$ cat src/rtl/prog_loader_if.sv
`default_nettype none
// ============================================================================
//  Module   : prog_loader_if
//  Purpose  : Byte-stream handshake (rx_*) and program-RAM write port (wr_*)
//             carried between the stream source / RAM and the program loader.
//  Revision : 1.0 - initial release
// ============================================================================
interface prog_loader_if #(
    parameter int ADDR_W = 4,
    parameter int DATA_W = 8
);
    logic              rx_valid;
    logic [DATA_W-1:0] rx_data;
    logic              rx_ready;
    logic              wr_en;
    logic [ADDR_W-1:0] wr_addr;
    logic [DATA_W-1:0] wr_data;

    // Environment side: sources the stream and sinks the RAM writes.
    modport master (
        output rx_valid,
        output rx_data,
        input  rx_ready,
        input  wr_en,
        input  wr_addr,
        input  wr_data
    );

    // Loader side: consumes the stream and drives the RAM write port.
    modport slave (
        input  rx_valid,
        input  rx_data,
        output rx_ready,
        output wr_en,
        output wr_addr,
        output wr_data
    );
endinterface
`default_nettype wire

$ cat src/rtl/prog_loader.sv
`default_nettype none
// ============================================================================
//  Module   : prog_loader
//  Purpose  : Parses a SYNC/LEN/data/CSUM byte frame, writes the data bytes
//             into program RAM from address 0 and releases the CPU core from
//             reset only once a frame with a matching checksum is stored.
//  Revision : 1.0 - initial release
// ============================================================================
module prog_loader #(
    parameter int                ADDR_W    = 4,
    parameter int                DATA_W    = 8,
    parameter logic [DATA_W-1:0] SYNC_BYTE = 8'hA5
) (
    input  wire logic     clk,
    input  wire logic     reset,
    prog_loader_if.slave  bus,
    input  wire logic     restart,
    output logic          cpu_reset,
    output logic          done,
    output logic          err
);

    localparam int                CAP       = 1 << ADDR_W;
    // Largest legal LEN value, expressed in the stream byte width.
    localparam logic [DATA_W-1:0] c_cap_len = DATA_W'(CAP);
    // LEN == 0 encodes a full-memory load.
    localparam logic [ADDR_W:0]   c_cap_cnt = (ADDR_W + 1)'(CAP);
    localparam logic [ADDR_W:0]   c_one     = (ADDR_W + 1)'(1);

    typedef enum logic [2:0] {
        S_IDLE  = 3'd0,
        S_LEN   = 3'd1,
        S_DATA  = 3'd2,
        S_CSUM  = 3'd3,
        S_DONE  = 3'd4,
        S_ERROR = 3'd5
    } state_t;

    state_t            r_state;
    logic [ADDR_W:0]   r_count;     // number of data bytes in the frame
    logic [ADDR_W:0]   r_idx;       // next RAM index to write
    logic [DATA_W-1:0] r_sum;       // running mod-2**DATA_W data sum
    logic              r_wr_en;
    logic [ADDR_W-1:0] r_wr_addr;
    logic [DATA_W-1:0] r_wr_data;
    logic              r_ready;
    logic              r_cpu_reset;
    logic              r_done;
    logic              r_err;

    logic              w_accept;
    logic [ADDR_W:0]   w_idx_next;

    assign w_accept   = bus.rx_valid && r_ready;
    assign w_idx_next = r_idx + c_one;

    assign bus.rx_ready = r_ready;
    assign bus.wr_en    = r_wr_en;
    assign bus.wr_addr  = r_wr_addr;
    assign bus.wr_data  = r_wr_data;
    assign cpu_reset    = r_cpu_reset;
    assign done         = r_done;
    assign err          = r_err;

    // Frame parser: one transition per accepted byte, all outputs registered.
    always_ff @(posedge clk) begin
        if (reset) begin
            r_state     <= S_IDLE;
            r_count     <= '0;
            r_idx       <= '0;
            r_sum       <= '0;
            r_wr_en     <= 1'b0;
            r_wr_addr   <= '0;
            r_wr_data   <= '0;
            r_ready     <= 1'b1;
            r_cpu_reset <= 1'b1;
            r_done      <= 1'b0;
            r_err       <= 1'b0;
        end else begin
            r_wr_en <= 1'b0;
            case (r_state)
                S_IDLE: begin
                    // Anything other than the sync marker is silently dropped.
                    if (w_accept && (bus.rx_data == SYNC_BYTE)) begin
                        r_state   <= S_LEN;
                        r_err     <= 1'b0;
                        r_sum     <= '0;
                        r_idx     <= '0;
                        r_wr_addr <= '0;
                    end
                end
                S_LEN: begin
                    if (w_accept) begin
                        if (bus.rx_data > c_cap_len) begin
                            r_state     <= S_ERROR;
                            r_err       <= 1'b1;
                            r_cpu_reset <= 1'b1;
                            r_ready     <= 1'b0;
                        end else begin
                            r_count <= (bus.rx_data == '0) ? c_cap_cnt
                                                           : bus.rx_data[ADDR_W:0];
                            r_state <= S_DATA;
                        end
                    end
                end
                S_DATA: begin
                    if (w_accept) begin
                        r_wr_en   <= 1'b1;
                        r_wr_addr <= r_idx[ADDR_W-1:0];
                        r_wr_data <= bus.rx_data;
                        r_sum     <= r_sum + bus.rx_data;
                        r_idx     <= w_idx_next;
                        if (w_idx_next == r_count) begin
                            r_state <= S_CSUM;
                        end
                    end
                end
                S_CSUM: begin
                    if (w_accept) begin
                        r_ready <= 1'b0;
                        if (bus.rx_data == r_sum) begin
                            r_state     <= S_DONE;
                            r_done      <= 1'b1;
                            r_cpu_reset <= 1'b0;
                        end else begin
                            r_state     <= S_ERROR;
                            r_err       <= 1'b1;
                            r_cpu_reset <= 1'b1;
                        end
                    end
                end
                S_DONE: begin
                    // Core runs until a reload is requested.
                    if (restart) begin
                        r_state     <= S_IDLE;
                        r_done      <= 1'b0;
                        r_cpu_reset <= 1'b1;
                        r_ready     <= 1'b1;
                    end
                end
                S_ERROR: begin
                    // One dead cycle, then hunt for the next sync marker; err stays set.
                    r_state <= S_IDLE;
                    r_ready <= 1'b1;
                end
                default: begin
                    r_state <= S_IDLE;
                    r_ready <= 1'b1;
                end
            endcase
        end
    end

endmodule
`default_nettype wire

$ cat src/flat_wrapper.sv
// flat-port wrapper written by rule: the top's interface ports become plain ports
module prog_loader_flat 
#(
    parameter int                ADDR_W    = 4,
    parameter int                DATA_W    = 8,
    parameter logic [DATA_W-1:0] SYNC_BYTE = 8'hA5
)
  (clk, reset, restart, cpu_reset, done, err, bus_rx_valid, bus_rx_data, bus_rx_ready, bus_wr_en, bus_wr_addr, bus_wr_data);
  prog_loader_if #(.ADDR_W(ADDR_W), .DATA_W(DATA_W)) bus_i ();
  input  wire logic clk;
  input  wire logic reset;
  input  wire logic restart;
  output logic cpu_reset;
  output logic done;
  output logic err;
  input wire logic [$bits(bus_i.rx_valid)-1:0] bus_rx_valid;
  input wire logic [$bits(bus_i.rx_data)-1:0] bus_rx_data;
  output wire logic [$bits(bus_i.rx_ready)-1:0] bus_rx_ready;
  output wire logic [$bits(bus_i.wr_en)-1:0] bus_wr_en;
  output wire logic [$bits(bus_i.wr_addr)-1:0] bus_wr_addr;
  output wire logic [$bits(bus_i.wr_data)-1:0] bus_wr_data;
  assign bus_i.rx_valid = bus_rx_valid;
  assign bus_i.rx_data = bus_rx_data;
  assign bus_rx_ready = bus_i.rx_ready;
  assign bus_wr_en = bus_i.wr_en;
  assign bus_wr_addr = bus_i.wr_addr;
  assign bus_wr_data = bus_i.wr_data;
  prog_loader #(.ADDR_W(ADDR_W), .DATA_W(DATA_W), .SYNC_BYTE(SYNC_BYTE)) u_core (.clk(clk), .reset(reset), .bus(bus_i), .restart(restart), .cpu_reset(cpu_reset), .done(done), .err(err));
endmodule
$ cat config.mk
export PLATFORM = sky130hd
export DESIGN_NAME = prog_loader_flat
export DESIGN_NICKNAME = d
export VERILOG_FILES = /design/src/rtl/prog_loader_if.sv /design/src/rtl/prog_loader.sv /design/src/flat_wrapper.sv
export SDC_FILE = /design/constraint.sdc
export NUM_CORES = 1
export LEC_CHECK = 0
export ABC_AREA = 1
export CAP_MARGIN = 20
export CORE_MARGIN = 2
export CORE_UTILIZATION = 45
export CTS_BUF_LIST = sky130_fd_sc_hd__clkbuf_4
export CTS_CLUSTER_DIAMETER = 40
export DETAILED_ROUTE_END_ITERATION = 10
export MAX_ROUTING_LAYER = met4
export PLACE_DENSITY = 0.66
export SYNTH_ARGS = -nofsm -noshare
export SYNTH_HDL_FRONTEND = slang
export SYNTH_SLANG_ARGS = --single-unit
$ cat constraint.sdc
create_clock -name clk -period 4.3 [get_ports clk]
set_input_delay 0.86 -clock clk [delete_from_list [all_inputs] [get_ports clk]]
set_output_delay 0.86 -clock clk [all_outputs]
set_load 0.005 [all_outputs]
==> impl_results.md, run 1 <==
- Max Fclk: slightly above 400 MHz
- Layout cells sized above 1: 0.0988
- Worst path top cell family by delay: adder cells
- Endpoint type of the worst setup path: flop
- Post-CTS Hold Buffers: 0
- Sequential share of the synthesized area: 0.359
- Number of global-route vias before repair: approximately 1800
- Antenna viol nets, final: 0
- Yosys top cell area share: 0.359
- Critical Path RT: 4.51 ns
- Post-Syn Nets: about 320
- Number of synthesized flops with an enable pin: 0
- Min-Delay Path Class: reg2reg
- Final period util: 0.574
- Buf+Inv Stages, Crit Path: 1
- Commonest non-fill, non-tap cell in the layout: nand2_1
- DR WL/cell: between 10 and 15 um
- #FFs+latches synth: 38
- # clock sinks: 38
- Worst r2r dst: u_core.r_sum[6]
- Die H: 72.6 um
- GPL Wtd Cong: 0.946
- Cell Area, Synth: 2120 um^2
- Post-DP HPWL: 3590 um
- Startpoint Class: input pin
- Cts bufs inserted: 5
- Core Box Area: ~4400 um^2
- Gate Count Post-Synth: between 200 and 300
- Iter 0 DRT Violations: 100
- Register-to-register setup slack: about 2.6 ns
- Final hold viol count: 0
- Final setup viols: 0
- CTS tree: built
- Area leader, netlist: dfxtp_1
- Antenna violations before repair: 0
- Total gr overflow: 0
- Avg Cell Area, Syn: between 7 and 8 um^2
- First-pass GRT wire length: 8480 um
- RSZ-0062 raised after global routing: false
- Buffer count from post-CTS setup fixing: 0
- Yosys warns: 0
- DRT Pass-1 Iters: 4
- CTS clock-pin slew for the worst setup and hold paths: 0.12 ns
- CP max FO: 5
- Top post-synthesis cells by area: dfxtp_1, nand2_1, a21oi_1
- Largest net degree at the start of global routing: 22
- Reg2reg path depth: 7
- Outcome: complete, no violations
- Setup Total Neg Slack: 0 ns
- Tot GR Track Use: 0.212
- Top FF cell, synth: dfxtp_1
- Non-filler cells, final: between 300 and 400
- # DRC: 0
- Vias/cell: between 5 and 6
- Worst Hold Launch: u_core.bus.wr_addr[2]
- Clk root buf: clkbuf_4
- Chip width: 72.6 um
- Worst Max-Slew Pin Slew: between 0.7 and 0.8 ns
- Placed insts: 368
- Via count: slightly below 2000
- CTS max path bufs: 2
- Crit-path slowest cell: clkdlybuf4s50_1
- CP Cell Sequence: clkdlybuf4s50_1, ha_1, fa_1, nand4_1, nand3_1, or2_2, nand3_1, a21oi_1
- Async SR Flop Fraction: 0
- FF-to-FF Start: u_core.r_sum[0]
- Max VDD drop: between 0.2 and 0.25 mV
- PwrDens: 478 nW/um^2
- CP Class: in2reg
- Unique masters post-synth: 35
- I/O pin total: 29
- Initial Utilization: 0.477
- Commonest non-fill, non-tap cells in the layout: nand2_1, dfxtp_1, a21oi_1
- Max incr delay on CP: between 0.5 and 0.6 ns
- Final wirelength: 4940 um
- Hold Path Stages: 2
- Slew Limit Fails: 0
- Antenna diodes: 0
- Slew headroom: 0.492
- Crit path arrival time: between 2 and 3 ns
- I/O Buffers: 28
- Row cnt: 24
- Layout Nets: about 340
- Clk_skew: ~0.0031 ns
- Gates resized, CTS repair: 0
- Worst-Skew Late Latency: around 0.35 ns
- H-tree Lvls: 2
- Worst path most repeated cell: nand3_1
- Area growth syn-to-layout: 18.7%
- Worst Hold End: u_core.bus.wr_addr[2]
- Clock period minus worst slack: about 2.5 ns
- Pleak: between 1 and 1.5 nW
- Maxcap violations: 0
- Die area: 5270 um^2
where the power goes:
group | internal, mW | leakage, nW | total [mW] | switching (mW)
clock | 0.179 | 0.0528 | 0.306 | 0.126
sequential | 0.406 | 0.308 | 0.456 | 0.0504
combinational | 0.168 | 0.688 | 0.441 | 0.274
total | 0.753 | 1.05 | 1.20 | 0.451
flip-flops by register name (all words and copies together) (netlist names):
register	count
u_core.r_state	3
u_core.r_idx	5
u_core.done	1
u_core.r_sum	8
u_core.bus.wr_data	8
u_core.bus.wr_addr	4
u_core.r_count	5
u_core.err	1
u_core.cpu_reset	1
u_core.bus.wr_en	1
u_core.bus.rx_ready	1
cell type report:
type / count / area [um^2]
Tap cell: 52 / 65.1
Timing Repair Buffer: 28 / 280
Clock buffer: 5 / 37.5
Inverter: 33 / 135
Fill cell: 450 / 1930
Sequential cell: 38 / 761
Clock inverter: 3 / 63.8
Multi-Input combinational cell: 217 / 1170
per-layer routing:
metal | wire, um | track usage
met4 | 65 | 0.0926
met5 | 0 | -
met3 | 198 | 0.0387
met1 | 2350 | 0.274
met2 | 2320 | 0.325
Yosys cell counts, types with 2 or more instances:
master,instances
nor3_1,4
nor2_2,2
nand3_1,24
nand4_1,7
buf_6,3
a31oi_1,3
clkinv_4,2
inv_1,26
nand2_2,5
o21ai_1,4
nor2_4,2
nor2_1,32
dfxtp_1,38
a21oi_1,34
xor2_1,3
or2_2,2
nand2_1,55
nand2_4,3
clkbuf_1,3
o21ai_0,17
a21o_1,2
ha_1,8
inv_2,4
worst max-delay path by stage:
stage,slack (ns),startpoint,to,cells past startpoint
6_report,1.83,bus_rx_data[0],u_core.r_sum[6],8
3_3_place_gp,1.52,bus_rx_data[0],u_core.r_sum[6],8
2_1_floorplan,2.15,bus_rx_data[0],u_core.r_sum[6],7
5_1_grt,1.69,bus_rx_data[2],u_core.r_sum[5],9
3_5_place_dp,1.47,bus_rx_data[0],u_core.r_sum[6],8
4_1_cts,1.86,bus_rx_data[0],u_core.r_sum[6],8
worst min-delay path, stage by stage, from the launching register on:
cell     delay, ns
dfxtp_1       0.33
nand2_1       0.06
a21oi_1       0.05
logic make-up (layout without fill, tap and decap cells):
family / Yosys count / after routing / share of synthesized area
AOI/OAI and AO/OA: 65 / 65 / 0.168
xor gates and xnor gates: 4 / 4 / 0.0165
adders and majority gates: 9 / 9 / 0.0567
buffers and inverters: 40 / 69 / 0.0874
DFF: 38 / 38 / 0.359
and+or+nand+nor: 139 / 139 / 0.312
through the flow:
stage | hold slack, ns | utilization | total power, mW | cell area, um^2 | setup WS, ns
floorplan | 0.443 | - | 0.787 | 2120 | 2.15
global placement | 0.454 | 0.543 | 0.899 | 2410 | 1.52
detailed placement | 0.459 | 0.543 | 0.904 | 2410 | 1.47
CTS | 0.477 | 0.566 | 1.21 | 2510 | 1.86
global route | 0.504 | 0.566 | 1.29 | 2510 | 1.69
finish | 0.473 | 0.566 | 1.20 | 2510 | 1.83
Power figures use the tool's default switching activity.
==> inputs of run 2 (changes only) <==
==> constraint.sdc (replaced) <==
create_clock -name clk -period 2.5 [get_ports clk]
set_input_delay 0.5 -clock clk [delete_from_list [all_inputs] [get_ports clk]]
set_output_delay 0.5 -clock clk [all_outputs]
set_load 0.005 [all_outputs]
==> run 2 against run 1 <==
  * Via count grew 2.0%
  * Final area increased by 0.50%
  * Utilization is 0.28 points higher
  * Flip-flop and latch count stayed put
  * Die area stayed put
  * Hold slack hardly changed
  * Sequential share of layout area is 0.15 points lower
  * Clock power increased by 4%
  * Worst setup slack got worse by 1.4 ns
==> impl_results.md, run 2 (synthesized netlist as in run 1, its figures left out) <==
- Outcome: complete, no violations
- Clock period minus worst slack: ~2.1 ns
- Layout Nets: 352 (+2.3%)
- Die area: 5270 um^2 (unchanged)
- Min-Delay Path Class: reg2reg
- CP max FO: 6 (+1)
- RSZ-0062 raised after global routing: false
- DR WL/cell: 12.7 um (-3.3%)
- Initial Utilization: 0.477 (unchanged)
- Core Box Area: 4440 um^2 (unchanged)
- Antenna diodes: 0 (unchanged)
- First-pass GRT wire length: 8570 um (+1.0%)
- Worst-Skew Late Latency: 0.34 ns (about the same)
- Setup Total Neg Slack: 0 ns (unchanged)
- Crit-path slowest cell: clkdlybuf4s50_1
- Antenna violations before repair: 0 (unchanged)
- Multi-input gate area: 1170 um^2 (unchanged)
- Crit path arrival time: 2.31 ns (-0.37 ns)
- Layout cells sized above 1: 0.120 (+0.0217)
- Commonest non-fill, non-tap cell in the layout: nand2_1
- Iter 0 DRT Violations: 117 (+17%)
- CP Class: in2reg
- CTS max path bufs: 2 (unchanged)
- Buf+Inv Stages, Crit Path: 1 (unchanged)
- Vias/cell: 5.24 (-0.15%)
- H-tree Lvls: 2 (unchanged)
- Max incr delay on CP: 0.52 ns (about the same)
- Endpoint type of the worst setup path: flop
- I/O pin total: 29 (unchanged)
- Placed insts: 376 (+2.2%)
- Max VDD drop: 0.346 mV (+54%)
- Via count: 2013 (+2.0%)
- Number of global-route vias before repair: 1899 (+3.0%)
- Commonest non-fill, non-tap cells in the layout: nand2_1, dfxtp_1, a21oi_1
- # DRC: 0 (unchanged)
- Chip width: 72.6 um (unchanged)
- Gates resized, CTS repair: 0 (unchanged)
- Worst path most repeated cell: nor2_1
- Final period util: 0.822
- Fill cell count: 469 (+4.2%)
- Final setup viols: 0 (unchanged)
- Cts bufs inserted: 5 (unchanged)
- Clk root buf: clkbuf_4
- Row cnt: 24 (unchanged)
- Pleak: 1.07 nW (+1.9%)
- CP Cell Sequence: clkdlybuf4s50_1, ha_1, nor3_1, nand4_1, nor2_2, nor2_1, a21oi_1, nor2_1
- Worst path top cell family by delay: simple AND/OR/NAND/NOR gates
- PwrDens: 747 nW/um^2 (+56%)
- Final hold viol count: 0 (unchanged)
- GPL Wtd Cong: 0.902 (-4.6%)
- Non-filler cells, final: 384 (+2.1%)
- Startpoint Class: input pin
- Maxcap violations: 0 (unchanged)
- Slew Limit Fails: 0 (unchanged)
- Final wirelength: 4880 um (-1.3%)
- Buffer count from post-CTS setup fixing: 0 (unchanged)
- Worst Max-Slew Pin Slew: 0.561 ns (-0.199 ns)
- Reg area: 761 um^2 (unchanged)
- Largest net degree at the start of global routing: 21 (-4.5%)
- Max Fclk: around 500 MHz
- Slew headroom: 0.626 (+0.134)
- Post-CTS Hold Buffers: 0 (unchanged)
- Area growth syn-to-layout: 19.3%
- CTS clock-pin slew for the worst setup and hold paths: 0.11 ns (about the same)
- Critical Path RT: 2.75 ns (-1.76 ns)
- Clk_skew: 0.00443 ns (+0.00137 ns)
- CTS tree: built
- Antenna viol nets, final: 0 (unchanged)
- # clock sinks: 38 (unchanged)
- DRT Pass-1 Iters: 4 (unchanged)
- Tot GR Track Use: 0.212 (-0.000549)
- I/O Buffers: 28 (unchanged)
- Post-DP HPWL: 3690 um (+2.7%)
- Die H: 72.6 um (unchanged)
- Total gr overflow: 0 (unchanged)
run 2: metrics by stage:
step | area, um^2 | utilization | setup slack (ns) | total power, mW | hold WS, ns
after floorplan | 2120 | - | 0.711 | 1.35 | 0.443
after CTS | 2530 | 0.569 | 0.461 | 1.90 | 0.478
final | 2530 | 0.569 | 0.444 | 1.89 | 0.473
after global placement | 2470 | 0.557 | 0.112 | 1.58 | 0.453
after global routing | 2530 | 0.569 | 0.324 | 2.06 | 0.504
after detailed placement | 2470 | 0.557 | 0.0783 | 1.59 | 0.460
run 2: final timing paths:
path / startpoint / endpoint / slack, ns / depth (start not counted)
hold / removal: u_core.bus.wr_addr[2] / u_core.bus.wr_addr[2] / 0.47 / 2
hold reg to reg: u_core.bus.wr_addr[2] / u_core.bus.wr_addr[2] / 0.47 / 2
setup reg to reg: u_core.r_sum[0] / u_core.r_sum[6] / 0.83 / 7
setup / recovery: bus_rx_data[2] / u_core.err / 0.44 / 8
run 2: report_power, final:
group	internal, mW	total, mW	switching [mW]
Combinational	0.317	0.788	0.471
Sequential	0.698	0.782	0.0839
Clock	0.117	0.319	0.202
Total	1.13	1.89	0.757
run 2: routing by layer:
layer	track usage	wire length [um]
met5	-	0
met4	0.0576	58
met3	0.0373	159
met2	0.329	2250
met1	0.284	2410
run 2: layout make-up:
cell class | count | share of cell area
clock buffers | 6 | 0.0178
clock inverters | 2 | 0.00347
inverters | 33 | 0.0535
multi-input cells | 217 | 0.464
flip-flops and latches | 38 | 0.301
well taps | 52 | 0.0257
repair buffers | 36 | 0.135
run 2: worst register-to-register path, stage by stage (launching register included):
cell and delay (ns):
dfxtp_1 0.33, ha_1 0.21, fa_1 0.43, nand4_1 0.12, nand3_1 0.09, or2_2 0.28
nand3_1 0.07, a21oi_1 0.06
==> inputs of run 3 (changes only) <==
==> constraint.sdc (replaced) <==
create_clock -name clk -period 2 [get_ports clk]
set_input_delay 0.4 -clock clk [delete_from_list [all_inputs] [get_ports clk]]
set_output_delay 0.4 -clock clk [all_outputs]
set_load 0.005 [all_outputs]
==> run 3 against run 2 <==
  * Clock skew is 0.010 ns higher
  * Clock-buffer cell count fell by 1
  * Register-to-register slack worse by 0.48 ns
  * Largest power group unchanged
  * Final area rose by 10%
  * Total power increased by 45%
  * Clock power rose by 110%
  * Critical path depth did not move
  * Combinational power is 38% higher
  * Global-route usage grew 1.2 points
  * Die area did not move
  * Critical path type unchanged
==> impl_results.md, run 3 (synthesized netlist as in run 1, its figures left out) <==
- CP Class: in2reg
- Fill cell count: 420 (-10%)
- Crit path arrival time: 2.08 ns (-0.23 ns)
- I/O Buffers: 28 (unchanged)
- Final hold viol count: 0 (unchanged)
- Origin of the worst setup path: bus_rx_data[0]
- Worst r2r dst: u_core.r_sum[6]
- Register-to-register setup slack: 0.35 ns (-0.48 ns)
- Worst-Skew Late Latency: 0.35 ns (about the same)
- Layout cells sized above 1: 0.189 (+0.0689)
- Number of global-route vias before repair: 1953 (+2.8%)
- Slew Limit Fails: 0 (unchanged)
- Maxcap violations: 0 (unchanged)
- Commonest non-fill, non-tap cell in the layout: nand2_1
- Critical Path RT: 2.24 ns (-0.51 ns)
- Non-filler cells, final: 411 (+7.0%)
- Max VDD drop: 0.557 mV (+61%)
- CP max FO: 3 (-3)
- Pleak: 1.22 nW (+14%)
- First-pass GRT wire length: 9030 um (+5.3%)
- Die H: 72.6 um (unchanged)
- Iter 0 DRT Violations: 148 (+26%)
- Reg2reg path depth: 7 (unchanged)
- Final period util: 0.920
- Commonest non-fill, non-tap cells in the layout: nand2_1, dfxtp_1, buf_4
- Crit path to: u_core.r_sum[6]
- Clock period minus worst slack: between 1.5 and 2 ns
- CTS clock-pin slew for the worst setup and hold paths: 0.13 ns (+0.02 ns)
- Placed insts: 403 (+7.2%)
- RSZ-0062 raised after global routing: false
- Initial Utilization: 0.477 (unchanged)
- Vias/cell: 5.16 (-1.6%)
- Post-DP HPWL: 3940 um (+6.8%)
- CTS tree: built
- Row cnt: 24 (unchanged)
- Cts bufs inserted: 5 (unchanged)
- Antenna viol nets, final: 0 (unchanged)
- Final wirelength: 5280 um (+8.3%)
- # DRC: 0 (unchanged)
- Endpoint type of the worst setup path: flop
- Outcome: complete, no violations
- Area growth syn-to-layout: 31.7%
- Buffer count from post-CTS setup fixing: 0 (unchanged)
- FF-to-FF Start: u_core.r_sum[0]
- Slew headroom: 0.783 (+0.157)
- Final setup viols: 0 (unchanged)
- Antenna diodes: 0 (unchanged)
- Total gr overflow: 0 (unchanged)
- Chip width: 72.6 um (unchanged)
- Cell area after layout: 2790 um^2 (+10%)
- Largest net degree at the start of global routing: 21 (unchanged)
- Via count: 2119 (+5.3%)
- Startpoint Class: input pin
- CTS max path bufs: 2 (unchanged)
- Antenna violations before repair: 0 (unchanged)
- I/O pin total: 29 (unchanged)
- H-tree Lvls: 2 (unchanged)
- Tot GR Track Use: 0.224 (+0.0123)
- Placed cell areas: 2680 um^2 (+8.2%)
- PwrDens: 983 nW/um^2 (+32%)
- Core Box Area: 4440 um^2 (unchanged)
- DRT Pass-1 Iters: 4 (unchanged)
- Layout Nets: 379 (+7.7%)
- DR WL/cell: 12.9 um (+1.2%)
- Max Fclk: 544 MHz
- Final Util: 0.628 (+0.0591)
- Clk_skew: 0.0144 ns (+0.0100 ns)
- # clock sinks: 38 (unchanged)
- Die area: 5270 um^2 (unchanged)
- Clk root buf: clkbuf_4
- GPL Wtd Cong: 0.966 (+7.0%)
- Worst Max-Slew Pin Slew: 0.323 ns (-0.237 ns)
- Min-Delay Path Class: reg2reg
[run 3: cell count changes in the layout (fill, tap and decap cells not counted), sizes merged]
cell,change
buf,+27
clkinv,-1
bufinv,+2
clkbuf,-1
[run 3: cell type report]
class                      instances  area, um^2  area share
multi-input combinational        217        1180       0.425
inverter                          33         135      0.0484
clock buffer                       5        37.5      0.0135
tap                               52        65.1      0.0233
sequential                        38         761       0.273
clock inverter                     3        63.8      0.0229
timing repair buffer              63         543       0.195
[run 3: where the power goes]
group	switching (mW)	total [mW]	leakage (nW)	internal, mW
registers	0.106	0.978	0.308	0.873
clock network	0.286	0.671	0.0528	0.385
logic	0.608	1.09	0.854	0.485
total	1.00	2.74	1.22	1.74
[run 3: what timing repair did]
item,in CTS,in global routing
hold buffers,0,0
setup endpoints to repair,0,2
resized for setup,0,1
[run 3: worst min-delay path by stage]
stage | startpoint | endpoint | slack (ns) | cells past startpoint
5_1_grt | u_core.r_sum[4] | u_core.r_sum[4] | 0.51 | 2
2_1_floorplan | u_core.r_sum[3] | u_core.r_sum[3] | 0.44 | 2
6_report | u_core.bus.wr_addr[2] | u_core.bus.wr_addr[2] | 0.47 | 2
3_3_place_gp | u_core.bus.wr_addr[1] | u_core.bus.wr_addr[1] | 0.45 | 2
4_1_cts | u_core.bus.wr_addr[2] | u_core.bus.wr_addr[2] | 0.48 | 2
3_5_place_dp | u_core.bus.wr_addr[2] | u_core.bus.wr_addr[2] | 0.46 | 2
[run 3: worst max-delay path, stage by stage]
cell and delay (ns):
clkdlybuf4s50_1 0.42, ha_1 0.23, fa_1 0.42, nand4_1 0.11, nand3_1 0.08, or2_2 0.28, nand3_1 0.07, a21oi_1 0.06
[run 3: metal layers]
layer / global-route usage / up-vias / share of wire
li1: - / 1112 / -
met1: 0.288 / 950 / 0.48
met3: 0.0373 / 9 / 0.038
met2: 0.357 / 48 / 0.46
met4: 0.0782 / 0 / 0.017
met5: - / - / 0
[run 3: through the flow]
| stage | hold slack [ns] | setup TNS [ns] | power (mW) | setup WS (ns) |
|---|---|---|---|---|
| global route | 0.508 | 0 | 2.93 | 0.00347 |
| global placement | 0.453 | -3.19 | 2.08 | -0.194 |
| detailed placement | 0.457 | -3.54 | 2.08 | -0.227 |
| floorplan | 0.443 | 0 | 1.69 | 0.311 |
| finish | 0.474 | 0 | 2.74 | 0.161 |
| CTS | 0.478 | 0 | 2.75 | 0.145 |
